===== config.mk =====
export PLATFORM = sky130hd
export DESIGN_NAME = mc_datapath_hs
export DESIGN_NICKNAME = d
export VERILOG_FILES = /design/src/rtl/mc_datapath_hs.sv
export SDC_FILE = /design/constraint.sdc
export NUM_CORES = 2
export LEC_CHECK = 0
export BUFFER_PORTS_ARGS = -buffer_cell sky130_fd_sc_hd__buf_2
export CAP_MARGIN = 10
export CORE_ASPECT_RATIO = 2
export CORE_MARGIN = 2
export CORE_UTILIZATION = 45
export CTS_CLUSTER_DIAMETER = 120
export DETAILED_ROUTE_END_ITERATION = 7
export SKIP_LAST_GASP = 1
export SLEW_MARGIN = 40
export SYNTH_ARGS = -nofsm -noshare
export SYNTH_HDL_FRONTEND = slang
export SYNTH_SLANG_ARGS = --single-unit

===== constraint.sdc =====
create_clock -name clk -period 9.73 [get_ports clk]
set_input_delay 0.4865 -clock clk [delete_from_list [all_inputs] [get_ports clk]]
set_output_delay 0.4865 -clock clk [all_outputs]
set_load 0.05 [all_outputs]

===== src/rtl/mc_datapath_hs.sv =====
// Multicycle RV32 datapath with a ready/valid memory port: wait-state/timeout access FSM,
// strobed sub-word stores, sign/zero-extended loads and a parametrised register file.
module mc_datapath_hs #(
  parameter logic [31:0] RESET_PC = 32'h0000_0000,
  parameter int          NREGS    = 32,
  parameter int          TIMEOUT  = 255
) (
  input  logic        clk,
  input  logic        resetn,
  input  logic        PCWrite,
  input  logic        AdrSrc,
  input  logic        MemReq,
  input  logic        MemWrite,
  input  logic        IRWrite,
  input  logic        RegWrite,
  input  logic [1:0]  ResultSrc,
  input  logic [1:0]  ALUSrcA,
  input  logic [1:0]  ALUSrcB,
  input  logic [2:0]  ALUControl,
  input  logic [2:0]  ImmSrc,
  output logic [6:0]  op,
  output logic [2:0]  funct3,
  output logic        funct7b5,
  output logic        Zero,
  output logic        mem_busy,
  output logic        misalign,
  output logic        bus_err,
  output logic        mem_valid,
  input  logic        mem_ready,
  output logic        mem_we,
  output logic [31:0] mem_addr,
  output logic [3:0]  mem_wstrb,
  output logic [31:0] mem_wdata,
  input  logic [31:0] mem_rdata
);
  localparam int RW = (NREGS == 16) ? 4 : 5;

  typedef enum logic {S_IDLE = 1'b0, S_REQ = 1'b1} state_t;

  state_t      r_state;
  logic [31:0] r_pc, r_oldpc, r_ir, r_data, r_a, r_wd, r_aluout;
  logic [31:0] r_rf [NREGS];
  logic        r_fetch, r_valid, r_we, r_misalign, r_bus_err;
  logic [2:0]  r_f3;
  logic [1:0]  r_lo;
  logic [15:0] r_wait;
  logic [31:0] r_addr, r_wdata;
  logic [3:0]  r_strb;

  logic [RW-1:0] w_ra1, w_ra2, w_rd;
  logic [31:0]   w_rd1, w_rd2, w_imm, w_srca, w_srcb, w_alu, w_result, w_adr;
  logic          w_accept, w_busy, w_mis, w_timeout;

  function automatic logic [3:0] f_strb(input logic [1:0] sz, input logic [1:0] lo);
    case (sz)
      2'b00:   return 4'b0001 << lo;
      2'b01:   return 4'b0011 << {lo[1], 1'b0};
      default: return 4'b1111;
    endcase
  endfunction

  function automatic logic [31:0] f_wdata(input logic [1:0] sz, input logic [31:0] d);
    case (sz)
      2'b00:   return {4{d[7:0]}};
      2'b01:   return {2{d[15:0]}};
      default: return d;
    endcase
  endfunction

  function automatic logic [31:0] f_load(input logic [2:0] f3, input logic [1:0] lo, input logic [31:0] d);
    logic [7:0]  b;
    logic [15:0] h;
    b = d[{lo, 3'b000} +: 8];
    h = lo[1] ? d[31:16] : d[15:0];
    case (f3)
      3'b000:  return {{24{b[7]}}, b};
      3'b001:  return {{16{h[15]}}, h};
      3'b100:  return {24'h00_0000, b};
      3'b101:  return {16'h0000, h};
      default: return d;
    endcase
  endfunction

  assign w_ra1 = r_ir[15 +: RW];
  assign w_ra2 = r_ir[20 +: RW];
  assign w_rd  = r_ir[7 +: RW];
  assign w_rd1 = (w_ra1 == '0) ? 32'h0000_0000 : r_rf[w_ra1];
  assign w_rd2 = (w_ra2 == '0) ? 32'h0000_0000 : r_rf[w_ra2];

  // Immediate extender, ALU operand muxes, ALU and result mux
  always_comb begin
    case (ImmSrc)
      3'b000:  w_imm = {{20{r_ir[31]}}, r_ir[31:20]};
      3'b001:  w_imm = {{20{r_ir[31]}}, r_ir[31:25], r_ir[11:7]};
      3'b010:  w_imm = {{20{r_ir[31]}}, r_ir[7], r_ir[30:25], r_ir[11:8], 1'b0};
      3'b011:  w_imm = {{12{r_ir[31]}}, r_ir[19:12], r_ir[20], r_ir[30:21], 1'b0};
      3'b100:  w_imm = {r_ir[31:12], 12'h000};
      default: w_imm = 32'h0000_0000;
    endcase
    case (ALUSrcA)
      2'b00:   w_srca = r_pc;
      2'b01:   w_srca = r_oldpc;
      2'b10:   w_srca = r_a;
      default: w_srca = 32'h0000_0000;
    endcase
    case (ALUSrcB)
      2'b00:   w_srcb = r_wd;
      2'b01:   w_srcb = w_imm;
      2'b10:   w_srcb = 32'h0000_0004;
      default: w_srcb = 32'h0000_0000;
    endcase
    case (ALUControl)
      3'b000:  w_alu = w_srca + w_srcb;
      3'b001:  w_alu = w_srca - w_srcb;
      3'b010:  w_alu = w_srca & w_srcb;
      3'b011:  w_alu = w_srca | w_srcb;
      3'b100:  w_alu = w_srca ^ w_srcb;
      3'b101:  w_alu = {31'h0000_0000, $signed(w_srca) < $signed(w_srcb)};
      3'b110:  w_alu = w_srca << w_srcb[4:0];
      default: w_alu = w_srca >> w_srcb[4:0];
    endcase
    case (ResultSrc)
      2'b00:   w_result = r_aluout;
      2'b01:   w_result = r_data;
      2'b10:   w_result = w_alu;
      default: w_result = 32'h0000_0000;
    endcase
  end

  assign w_adr     = AdrSrc ? w_result : r_pc;
  assign w_accept  = MemReq && (r_state == S_IDLE);
  assign w_busy    = (r_state == S_REQ) || w_accept;
  // Instruction fetches are never flagged; only data accesses need natural alignment.
  assign w_mis     = !IRWrite && (((r_ir[13:12] == 2'b01) && w_adr[0]) ||
                                  (r_ir[13] && (w_adr[1:0] != 2'b00)));
  assign w_timeout = (TIMEOUT != 0) && (r_wait == 16'(TIMEOUT));

  // Memory-access FSM: request latch, wait/timeout handling and IR/Data capture
  always_ff @(posedge clk or negedge resetn) begin
    if (!resetn) begin
      r_state    <= S_IDLE;
      r_ir       <= 32'h0000_0013;
      r_oldpc    <= RESET_PC;
      r_data     <= 32'h0000_0000;
      r_fetch    <= 1'b0;
      r_f3       <= 3'b000;
      r_lo       <= 2'b00;
      r_valid    <= 1'b0;
      r_we       <= 1'b0;
      r_addr     <= 32'h0000_0000;
      r_strb     <= 4'h0;
      r_wdata    <= 32'h0000_0000;
      r_wait     <= 16'h0000;
      r_misalign <= 1'b0;
      r_bus_err  <= 1'b0;
    end else begin
      case (r_state)
        S_IDLE: begin
          if (MemReq) begin
            r_fetch    <= IRWrite;
            r_f3       <= r_ir[14:12];
            r_lo       <= w_adr[1:0];
            r_misalign <= w_mis;
            if (!w_mis) begin
              r_state <= S_REQ;
              r_valid <= 1'b1;
              r_we    <= MemWrite;
              r_addr  <= {w_adr[31:2], 2'b00};
              r_strb  <= MemWrite ? f_strb(r_ir[13:12], w_adr[1:0]) : 4'h0;
              r_wdata <= f_wdata(r_ir[13:12], r_wd);
              r_wait  <= 16'h0000;
            end
          end
        end
        S_REQ: begin
          if (mem_ready || w_timeout) begin
            r_state <= S_IDLE;
            r_valid <= 1'b0;
            r_we    <= 1'b0;
            r_strb  <= 4'h0;
            if (!mem_ready) begin
              r_bus_err <= 1'b1;
            end else if (r_fetch) begin
              r_ir    <= mem_rdata;
              r_oldpc <= r_pc;
            end else if (!r_we) begin
              r_data <= f_load(r_f3, r_lo, mem_rdata);
            end
          end else begin
            r_wait <= r_wait + 16'd1;
          end
        end
        default: r_state <= S_IDLE;
      endcase
    end
  end

  // PC and per-cycle A/WriteData/ALUOut pipeline registers
  always_ff @(posedge clk or negedge resetn) begin
    if (!resetn) begin
      r_pc     <= RESET_PC;
      r_a      <= 32'h0000_0000;
      r_wd     <= 32'h0000_0000;
      r_aluout <= 32'h0000_0000;
    end else begin
      if (PCWrite && !w_busy) r_pc <= w_result;
      r_a      <= w_rd1;
      r_wd     <= w_rd2;
      r_aluout <= w_alu;
    end
  end

  // Register file write port; x0 stays zero
  always_ff @(posedge clk or negedge resetn) begin
    if (!resetn) begin
      for (int i = 0; i < NREGS; i++) r_rf[i] <= 32'h0000_0000;
    end else if (RegWrite && !w_busy && (w_rd != '0)) begin
      r_rf[w_rd] <= w_result;
    end
  end

  assign op        = r_ir[6:0];
  assign funct3    = r_ir[14:12];
  assign funct7b5  = r_ir[30];
  assign Zero      = (w_alu == 32'h0000_0000);
  assign mem_busy  = w_busy;
  assign misalign  = r_misalign;
  assign bus_err   = r_bus_err;
  assign mem_valid = r_valid;
  assign mem_we    = r_we;
  assign mem_addr  = r_addr;
  assign mem_wstrb = r_strb;
  assign mem_wdata = r_wdata;
endmodule


Yosys cells after proc, flatten, opt, wreduce, memory -nomap -nowiden
Cells that the tools add are included.
{"block": "totals", "ff_bits": 1341, "input_bits": 53, "elab_cells": 173}
{"block": "op_classes", "addsub": 3, "n_lt_le_gt_ge": 5, "eq_ne": 25, "shift": 5, "n_mux": 41, "bitwise": 11, "reduce_logical": 32}
{"op": "$bwmux 1024", "count": 1}
{"op": "$bmux 32 s5", "count": 2}
{"op": "$pmux 32 s3", "count": 3}
{"op": "$mux 32", "count": 8}
{"op": "$pmux 32 s7", "count": 1}
{"op": "$demux 32 s5", "count": 1}
{"op": "$pmux 32 s5", "count": 1}
{"op": "$pmux 32 s4", "count": 1}
{"op": "$mux 16", "count": 4}
{"op": "$pmux 32 s2", "count": 1}
{"op": "$add 32x32->32", "count": 1}
{"op": "$and 32x32->32", "count": 1}
{"op": "$logic_not 32->1", "count": 1}
{"op": "$lt 32x32->1", "count": 1}
{"op": "$or 32x32->32", "count": 1}
{"op": "$pmux 16 s2", "count": 1}
{"op": "$shiftx 32x6->8", "count": 1}
{"op": "$shl 32x5->32", "count": 1}
{"op": "$shr 32x5->32", "count": 1}
{"op": "$sub 32x32->32", "count": 1}
{"op": "$xor 32x32->32", "count": 1}
{"op": "$eq 3x3->1 const B", "count": 6}
{"op": "$ge 6x6->1 const B", "count": 3}
{"op": "$not 5->6", "count": 3}
{"op": "28 further kinds", "count": 76}

Logic depth before layout (Yosys ltp)
{"block": "logic_depth", "depth_word": 14, "depth_mapped": 25}

Least setup slack after synthesis
No wires, ideal clock.
{"block": "synth_timing", "path_kind": "register to output", "start": "reg r_ir[20]", "end": "out Zero", "t_arrival_ns": 7.037, "required_time_ns": 9.244, "slack_ns": 2.207, "stages_incl_launch_ff": 23, "n_path_buf": 7, "path_cell_list": "dfrtp_1 -> clkbuf_1 -> clkbuf_1 -> clkbuf_1 -> clkbuf_1 -> buf_1 -> buf_1 -> a21oi_1 -> o21a_1 -> ha_1 -> clkbuf_1 -> or3_1 -> or3_1 -> nor2_1 -> a2bb2oi_1 -> a21oi_1 -> nor2_1 -> a221o_1 -> a2111o_1 -> nor4_1 -> nand3b_1 -> or4_1 -> nor4_2"}
{"block": "synth_via", "elab_chain_len": 5}
{"item": "from (decl)", "line_no": "41", "rtl": "logic [31:0] r_pc, r_oldpc, r_ir, r_data, r_a, r_wd, r_aluout;"}
{"item": "from (signal assigned)", "line_no": "184", "rtl": "r_ir <= mem_rdata;"}
{"item": "$pmux 32 s5 (*)", "line_no": "92", "rtl": "case (ImmSrc)"}
{"item": "$pmux 32 s3 (*)", "line_no": "106", "rtl": "case (ALUSrcB)"}
{"item": "$sub 32x32->32 (tied with other cells)", "line_no": "114", "rtl": "3'b001: w_alu = w_srca - w_srcb;"}
{"item": "$pmux 32 s7 (*)", "line_no": "112", "rtl": "case (ALUControl)"}
{"item": "via w_alu[23]", "line_no": "51", "rtl": "logic [31:0] w_rd1, w_rd2, w_imm, w_srca, w_srcb, w_alu, w_result, w_adr;"}
{"item": "$logic_not 32->1 (*)", "line_no": "225", "rtl": "assign Zero = (w_alu == 32'h0000_0000);"}
{"item": "to (decl)", "line_no": "24", "rtl": "output logic Zero,"}
Mark *: on every way through the listed nets, which the timed path passes. The rest lies on a longest branch.

Final worst setup path
{"block": "layout_timing", "start": "reg r_ir[7]", "end": "out Zero"}
Same word-level chain as after synthesis.

==> results.sh <==
export IMPL_critPathKind="register to output pin"
export IMPL_antenna_found_initial=27
export IMPL_hold_viol=0
export IMPL_netSwitchingPower_mw=12.1
export IMPL_syn_area_mm2=0.0741
export IMPL_drive_gt1_frac=0.209
export IMPL_root_buffer="clkbuf_16"
export IMPL_crit_family="simple AND/OR/NAND/NOR gates"
export IMPL_rsz0062_at_grt="no"
export IMPL_insertion_delay_ps=810
export IMPL_crit_end="Zero"
export IMPL_path_cells="mux2_2 -> a32oi_4 -> inv_2 -> ha_1 -> inv_1 -> fa_1 -> nand2b_1 -> a211oi_1 -> buf_4 -> o21ai_1 -> o31a_1 -> xnor2_1 -> o22ai_1 -> a221o_1 -> or4_4 -> nor4_1 -> nand3b_1 -> or4_1 -> nor4_2 -> buf_2"
export IMPL_cts_post_setup_buffers_inserted=0
export IMPL_fmax_mhz=115
export IMPL_hold_ws_ps=25.3
export IMPL_crit_buf_inv=4
export IMPL_critical_path_max_fanout=14
export IMPL_design_portCount=138
export IMPL_fin_crit_sh=0.894
export IMPL_required_ps=9240
export IMPL_ant_nets=0
export IMPL_fin_ws_ps=1030
export IMPL_hpwl_um=212000
export IMPL_finalPower_mw=27.3
export IMPL_period_needed_ps=8700
export IMPL_ys_warn_count=0
export IMPL_grt_max_degree=155
export IMPL_synth_seq_area_share=0.453
export IMPL_swShare=0.442
export IMPL_vias=59100
export IMPL_slew_headroom=0.316
export IMPL_finalClockSkew_ps=71.8
export IMPL_peakVddDrop_mv=0.213
export IMPL_cp_num_cells=20
export IMPL_area_delta_synth_final_pct=11.0
export IMPL_cpMaxStageDelayCell="dfrtp_1"
export IMPL_setup_viol=0
export IMPL_cp_startpoint="r_ir[7]"
export IMPL_final_cells=9040
export IMPL_p_seq_frac=0.350
export IMPL_start_kind="register"
export IMPL_crit_path_end_kind="output pin"
export IMPL_clock_tree_buffer_depth=3
export IMPL_setup_tns_ps=0
export IMPL_drt_pre_antenna_iters=6
export IMPL_cellInternalPower_mw=15.2
export IMPL_routed_via_density=6.53
export IMPL_h_tree_depth=3
export IMPL_slowest_delay_ps=930
export IMPL_first_global_vias=60400
export IMPL_reg2reg_to="r_rf[724]"
export IMPL_status="completed"
export IMPL_syn_inst=6991
export IMPL_portBuffers=135
export IMPL_grt_usage=0.383
export IMPL_fill_cells=14600
export IMPL_synthFlopType="dfrtp_1"
export IMPL_synth_avg_cell_area_um2=10.6
export IMPL_cts_hold_fix_buffers=22
export IMPL_grt_pass1_wl_um=454000
export IMPL_initial_core_util=0.453
export IMPL_fp_dieH_um=578
export IMPL_rows=210
export IMPL_cts_sinks=1341
export IMPL_rrSetupSlack_ps=2330
export IMPL_synth_cell_types=89
export IMPL_min_path_type="primary input to register"
export IMPL_dp_cells=8775
export IMPL_grt_ovfl_total=0
export IMPL_nNetsFinal=6963
export IMPL_cts_tree="done"
export IMPL_finalWirelength_um=318000
export IMPL_p_per_area_mw_per_mm2=332
export IMPL_ctsResizeCount=0
export IMPL_core_area_mm2=0.164
export IMPL_drv_slew=0
export IMPL_timing_rr_start="r_ir[7]"
export IMPL_die_area_mm2=0.168
export IMPL_crit_arrival_ps=8220
export IMPL_clkSlewWorstSetupHoldPaths_ps=70
export IMPL_first_iter_violations=5488
export IMPL_place_ws_ps=1680
export IMPL_ys_ff_latch=1341
export IMPL_ff2ff_path_depth=20
export IMPL_worstMarginPinSlew_ps=1010
export IMPL_wire_per_inst_um=35.2
export IMPL_synth_edf_count=0
export IMPL_pwr_share_clk=0.187
export IMPL_cap_viol_max_count=0
export IMPL_comb_power_share=0.463
export IMPL_cts_made_buffers=119
export IMPL_die_x_um=291
export IMPL_drc_errors=0
export IMPL_place_congestion=1.16
export IMPL_async_flop_share=1.00
export IMPL_power_static_leakage_nw=35.5
-- state kept, by name (all words and copies together) (netlist names), 2 cells and up --
signal and count:
r_wd 32, r_oldpc 32, r_data 32, r_rf 1024, mem_wstrb 4, r_wait 16, r_pc 32, r_ir 32
r_lo 2, mem_wdata 32, mem_addr 30, r_f3 3, r_aluout 32, r_a 32
-- layout by cell type (no fill, tap or decap), types with 37 or more instances in the layout --
master     count
mux2_2       128
mux4_2       570
nor2_1       505
clkbuf_16    119
buf_4        178
buf_2        136
nand3_1       40
dfrtp_1     1327
nand2_1      983
a211oi_1      46
nor3_1        53
o21ai_0      897
mux2i_1      303
o22ai_1       61
ha_1          98
a21oi_1      455
o221ai_1      37
inv_1        119
-- final cells by class --
| type | count | area (um2) | share of cell area |
|---|---|---|---|
| clock buffer | 173 | 3540 | 0.0431 |
| timing repair buffer | 381 | 2980 | 0.0362 |
| tap | 2120 | 2650 | 0.0323 |
| multi-input combinational | 4842 | 38300 | 0.466 |
| clock inverter | 47 | 627 | 0.00762 |
| antenna | 11 | 27.5 | 0.000335 |
| sequential | 1341 | 33600 | 0.409 |
| inverter | 125 | 470 | 0.00572 |
-- power by group through the flow --
stage | logic (mW) | clock network (mW) | registers [mW]
finish | 12.6 | 5.10 | 9.56
global route | 13.3 | 5.38 | 9.73
CTS | 12.3 | 5.18 | 9.48
detailed placement | 12.3 | 0 | 9.58
global placement | 12.1 | 0 | 9.41
floorplan | 7.99 | 0 | 8.95
-- worst min path at each step --
| stage | from | to | slack [ps] | depth (start not counted) |
|---|---|---|---|---|
| 2_1_floorplan | resetn | bus_err | 190 | 0 |
| 3_3_place_gp | r_rf[1006] | r_rf[1006] | 380 | 0 |
| 3_5_place_dp | r_rf[1017] | r_rf[1017] | 380 | 0 |
| 4_1_cts | mem_rdata[20] | r_ir[20] | 0.006 | 2 |
| 5_1_grt | mem_rdata[20] | r_ir[20] | -1 | 2 |
| 6_report | mem_rdata[24] | r_ir[24] | 30 | 2 |
-- kinds of logic after synthesis --
group                    after synthesis  share of synthesized area
AO/OA/AOI/OAI                       1911                      0.149
AND/OR/NAND/NOR                     1781                     0.0980
flip-flops                          1341                      0.453
multiplexers                        1013                      0.236
buffers and inverters                809                     0.0428
adder cells (fa/ha/maj)              100                     0.0171
XOR/XNOR                              35                    0.00439
other                                  1                  0.0000506
-- stage by stage --
| stage | util | cell area [um2] |
|---|---|---|
| final | 0.502 | 82200 |
| after global routing | 0.502 | 82200 |
| after CTS | 0.500 | 81800 |
| after detailed placement | 0.473 | 77400 |
| after global placement | 0.470 | 76900 |
| after floorplan | - | 74100 |
-- cells in the mapped netlist (34+ instances only) --
cell      number  area (um2)
inv_1        120         450
nor3_1        62         310
o21ai_0      907        4540
nand3_1       45         225
buf_1         80         300
mux2_2       128        1440
a211oi_1      50         375
dfrtp_1     1338       33500
mux2i_1      313        3130
a21oi_1      483        2420
a22oi_1       38         285
o22ai_1       64         400
a221oi_1      34         298
nor2_1       523        1960
ha_1          98        1230
o221ai_1      37         324
mux4_2       570       12800
nand2_1     1005        3770
clkbuf_1     555        2080
-- layer usage --
| layer | part of all wire | up-vias | GRT usage |
|---|---|---|---|
| met4 | 0.11 | 16 | 0.377 |
| met3 | 0.070 | 1179 | 0.0919 |
| li1 | - | 25000 | - |
| met5 | 0.00032 | - | 0 |
| met1 | 0.33 | 30000 | 0.395 |
| met2 | 0.49 | 2878 | 0.632 |
No activity file was read; power rests on OpenSTA's default activity.
